===== config.mk =====
export PLATFORM = sky130hd
export DESIGN_NAME = lut_neuron_scheduler
export DESIGN_NICKNAME = d
export VERILOG_FILES = /design/src/rtl/lut_neuron_scheduler.sv
export SDC_FILE = /design/constraint.sdc
export NUM_CORES = 1
export LEC_CHECK = 0
export CORE_MARGIN = 10
export CORE_UTILIZATION = 28
export DETAILED_ROUTE_END_ITERATION = 8
export PLACE_DENSITY = 0.46
export SETUP_SLACK_MARGIN = 0.1
export SLEW_MARGIN = 20
export SYNTH_ARGS = -nofsm -noshare
export SYNTH_HDL_FRONTEND = slang
export SYNTH_SLANG_ARGS = --single-unit

===== constraint.sdc =====
create_clock -name clk -period 3.8 [get_ports clk]
set_clock_uncertainty 0.1 [all_clocks]
set_input_delay 0.76 -clock clk [delete_from_list [all_inputs] [get_ports clk]]
set_output_delay 0.76 -clock clk [all_outputs]
set_load 0.005 [all_outputs]

===== src/rtl/lut_neuron_scheduler.sv =====
// Time-multiplexes one shared LUT bank across a layer of LUT neurons.
// A frame of pre-gathered addresses is latched, one read is issued per cycle,
// results are captured through a latency-matched tag pipeline, and the full
// result vector is presented with a valid/ready handshake.
module lut_neuron_scheduler #(
    parameter int unsigned NUM_NEURONS = 16,
    parameter int unsigned IN_W        = 6,
    parameter int unsigned OUT_W       = 2,
    parameter int unsigned LUT_LAT     = 1
) (
    input  logic                         clk,
    input  logic                         rst,
    input  logic                         s_valid,
    output logic                         s_ready,
    input  logic [IN_W*NUM_NEURONS-1:0]  s_addr,
    output logic                         lut_en,
    output logic [((NUM_NEURONS > 1) ? $clog2(NUM_NEURONS) : 1)-1:0] lut_idx,
    output logic [IN_W-1:0]              lut_addr,
    input  logic [OUT_W-1:0]             lut_data,
    output logic                         m_valid,
    input  logic                         m_ready,
    output logic [OUT_W*NUM_NEURONS-1:0] m_data,
    output logic                         busy
);

    localparam int unsigned IDX_W    = (NUM_NEURONS > 1) ? $clog2(NUM_NEURONS) : 1;
    localparam int unsigned DRN_W    = 2;
    localparam int unsigned LAST_IDX = NUM_NEURONS - 1;
    localparam int unsigned LAST_DRN = LUT_LAT - 1;

    typedef enum logic [1:0] {
        IDLE  = 2'd0,
        ISSUE = 2'd1,
        DRAIN = 2'd2,
        OUT   = 2'd3
    } state_t;

    state_t                       state, state_n;
    logic [IDX_W-1:0]             cnt, cnt_n;
    logic [DRN_W-1:0]             dcnt, dcnt_n;
    logic [IN_W*NUM_NEURONS-1:0]  frame, frame_n;

    logic                         s_ready_n;
    logic                         busy_n;
    logic                         m_valid_n;
    logic                         lut_en_n;
    logic [IDX_W-1:0]             lut_idx_n;
    logic [IN_W-1:0]              lut_addr_n;

    logic                         tag_v   [LUT_LAT];
    logic [IDX_W-1:0]             tag_idx [LUT_LAT];

    // Next-state, counters and next-cycle output values.
    always_comb begin
        state_n = state;
        cnt_n   = cnt;
        dcnt_n  = dcnt;
        frame_n = frame;

        case (state)
            IDLE: begin
                if (s_valid) begin
                    frame_n = s_addr;
                    cnt_n   = '0;
                    state_n = ISSUE;
                end
            end
            ISSUE: begin
                if (cnt == IDX_W'(LAST_IDX)) begin
                    dcnt_n  = '0;
                    state_n = DRAIN;
                end else begin
                    cnt_n = cnt + IDX_W'(1);
                end
            end
            DRAIN: begin
                if (dcnt == DRN_W'(LAST_DRN)) begin
                    state_n = OUT;
                end else begin
                    dcnt_n = dcnt + DRN_W'(1);
                end
            end
            OUT: begin
                if (m_ready) begin
                    state_n = IDLE;
                end
            end
            default: state_n = IDLE;
        endcase

        s_ready_n  = (state_n == IDLE);
        busy_n     = (state_n != IDLE);
        m_valid_n  = (state_n == OUT);
        lut_en_n   = (state_n == ISSUE);
        lut_idx_n  = lut_en_n ? cnt_n : '0;
        lut_addr_n = lut_en_n ? frame_n[32'(cnt_n) * IN_W +: IN_W] : '0;
    end

    // State, counters, frame register and registered control outputs.
    always_ff @(posedge clk) begin
        if (rst) begin
            state    <= IDLE;
            cnt      <= '0;
            dcnt     <= '0;
            frame    <= '0;
            s_ready  <= 1'b1;
            busy     <= 1'b0;
            m_valid  <= 1'b0;
            lut_en   <= 1'b0;
            lut_idx  <= '0;
            lut_addr <= '0;
        end else begin
            state    <= state_n;
            cnt      <= cnt_n;
            dcnt     <= dcnt_n;
            frame    <= frame_n;
            s_ready  <= s_ready_n;
            busy     <= busy_n;
            m_valid  <= m_valid_n;
            lut_en   <= lut_en_n;
            lut_idx  <= lut_idx_n;
            lut_addr <= lut_addr_n;
        end
    end

    // Tag pipeline tracks which neuron each returning LUT word belongs to.
    always_ff @(posedge clk) begin
        if (rst) begin
            for (int unsigned i = 0; i < LUT_LAT; i++) begin
                tag_v[i]   <= 1'b0;
                tag_idx[i] <= '0;
            end
        end else begin
            tag_v[0]   <= lut_en;
            tag_idx[0] <= lut_idx;
            for (int unsigned i = 1; i < LUT_LAT; i++) begin
                tag_v[i]   <= tag_v[i-1];
                tag_idx[i] <= tag_idx[i-1];
            end
        end
    end

    // Capture tagged LUT results into their neuron slot; untagged data is dropped.
    always_ff @(posedge clk) begin
        if (rst) begin
            m_data <= '0;
        end else if (tag_v[LUT_LAT-1]) begin
            m_data[32'(tag_idx[LUT_LAT-1]) * OUT_W +: OUT_W] <= lut_data;
        end
    end

endmodule


==> results.cfg <==
[status]
status = completed

[global_route]
antenna_found_initial = 0
grt_util_met2 = 0.230
grt_use_total = 0.148
use_met1 = 0.196
use_met3 = 0.0404
grt_pass1_vias = 6783
grt.overflow.total = 0
grt_max_degree = 55
grt_pass1_wl_mm = 39.0
busiest_layer = met2

[power]
ir_drop_mv = 0.246
p_leak_nw = 3.35
pwr_density_cell_mw_per_mm2 = 434

[job]
max_cap_viol_count = 0

[placed_design]
dp.final_hpwl_mm = 18.6
pre_cts_ws_ps = 524
place_congestion = 0.842
io_buffers = 147
dp_cells = 1367

[final_layout]
diodes = 0
nets = 1165
finalNonFillerCells = 1399
drive_above_1_share = 0.0767
nFillCells = 2684
area_growth_syn_to_layout_pct = 31.8

[clock_network]
cts_buffers = 17
cts_root_buf = clkbuf_16
cts.sinks = 155
cts_hold_buf = 0
cts.path.max_buffers = 2
cts_resized = 0
worstSkewPairLatency_ps = 440
clk_pin_slew_ps = 70
h-tree-depth = 4
cts_tree = built
post_cts_buffers = 0

[floorplan]
core_mm2 = 0.0253
die_h_um = 181
die_w_um = 181
die_area_mm2 = 0.0327
start_util = 0.286
core.rowCount = 58
ioPinCount = 148

[worst_setup_path]
slowest_delay_ps = 520
crit_fanout = 26
worstPathRequired_ps = 3990
crit_chain = ha_1 -> and3_1 -> nor2_8 -> xnor2_4 -> mux2i_1 -> a21oi_1 -> nor4_1 -> nor3_1
cp.arrival_ps = 3140
crit_slowest_cell = nor4_1
worstSetupStartpointType = register
crit_type = register to register
crit_family = simple AND/OR/NAND/NOR gates
worstSetupEndpointType = register
critPathBufInv = 0

[logic_synthesis]
async_reset_ff_frac = 0
seq_area_frac_synth = 0.429
post-synth-top-count-cell = nand2_1
ys_top_cells_by_area = dfxtp_1 43%, nand2_1 14%, a21oi_1 8.9%
avgSynthCellArea_um2 = 7.66
yosysTopAreaCell = dfxtp_1
synth_top_area_frac = 0.429
synth_seq_cells = 155
synth.distinct_cells = 67
syn_inst = 944
yosysWarnings = 0
netlist_area_mm2 = 0.00723
synth_edf_count = 0
synth_ff_type = dfxtp_1
synth_fp_nets = 1053
synth_common_cells = 269 x nand2_1, 155 x dfxtp_1, 129 x a21oi_1

[sta]
hold_viol = 0
maxSlewViolCount = 0
setup_tns_ps = 0
setup_viol = 0
period_share = 0.777
period_needed_ps = 2950
maxClockFrequency_ghz = 0.339
slew_headroom = 0.330
rsz0062_at_grt = false
worst_slack_ps = 849
worstMarginPinSlew_ps = 991

[detailed_routing]
via_count = 6939
drtPass1Iterations = 7
viasPerCell = 4.96
drt_iter0_markers = 510
drt-total-wl_mm = 25.0
drc = 0
drtAntennaViolNets = 0
drt-wirelength-per-cell_um = 17.8

[worst_hold_path]
hold_class = register to register
## tightest hold or removal path: cells and delay by family (launching register included)
family	cells	cell delay, ps
flip-flops	1	310
AO/OA/AOI/OAI	1	50
AND/OR/NAND/NOR	1	50
## routing by layer
metal / vias up / wire, um
met4: 0 / 445
met2: 181 / 11300
met5: - / 0
met3: 28 / 1180
met1: 3239 / 12100
li1: 3491 / -
## placed cells by master, fill, tap and decap left out, types with 3 or more instances in the layout
cell type,n
o22ai_1,14
mux2i_1,17
and2_1,3
nand3_1,36
clkdlybuf4s50_1,146
nor4bb_1,4
inv_1,9
clkinv_4,3
inv_6,5
nor2b_1,8
bufinv_16,3
nor4_1,13
a31oi_1,8
a211oi_1,10
clkinvlp_4,3
a21oi_1,129
buf_4,19
ha_1,7
clkbuf_16,17
and3_1,8
dfxtp_1,154
o221ai_1,7
o21ai_0,14
o31ai_1,11
o21ai_1,9
nor2_1,48
o311ai_0,4
nand2b_1,6
nand2_2,3
nor3_1,25
nand2_1,269
o221a_2,4
a22oi_1,3
## worst paths after layout
path,startpoint,to,slack [ps],depth (start not counted)
hold reg to reg,m_data[15],m_data[15],350,2
hold / removal,m_data[15],m_data[15],350,2
setup / recovery,cnt[1],lut_addr[5],850,8
setup reg to reg,cnt[1],lut_addr[5],850,8
## area by class of cell
type / count / area [um^2] / share of cell area
tap: 330 / 413 / 0.0433
multi-input combinational: 707 / 3740 / 0.393
clock inverter: 15 / 188 / 0.0197
timing repair buffer: 166 / 1620 / 0.170
clock buffer: 17 / 425 / 0.0446
inverter: 9 / 33.8 / 0.00354
sequential: 155 / 3100 / 0.326
## cell families after synthesis
| logic type | share of synthesized area |
|---|---|
| buffers and inverters | 0.0545 |
| xor gates and xnor gates | 0.00502 |
| AOI/OAI and AO/OA | 0.201 |
| muxes | 0.0251 |
| DFF | 0.429 |
| and+or+nand+nor | 0.273 |
| adders and majority gates | 0.0121 |
## through the flow
stage               instance area (um^2)  total power [mW]  hold WS [ps]   util
floorplan                           7230              2.12           336      -
CTS                                 9530              4.18           355  0.376
finish                              9530              4.14           352  0.376
global route                        9530              4.31           371  0.376
global placement                    8920              2.38           343  0.352
detailed placement                  8920              2.38           346  0.352
## registers in the layout, summed over array words and instances (netlist names), 2 cells and up
name      count
lut_addr      6
tag_idx       4
frame        96
cnt           4
m_data       32
state         2
lut_idx       4
dcnt          2
## power by group
group          internal [mW]  leakage (nW)  switching, mW  total, mW
Combinational          0.256          1.79          0.317      0.573
Clock                   1.05         0.291          0.753       1.80
Sequential              1.70          1.27         0.0634       1.76
Note: power is estimated with default switching activity, not from simulation.
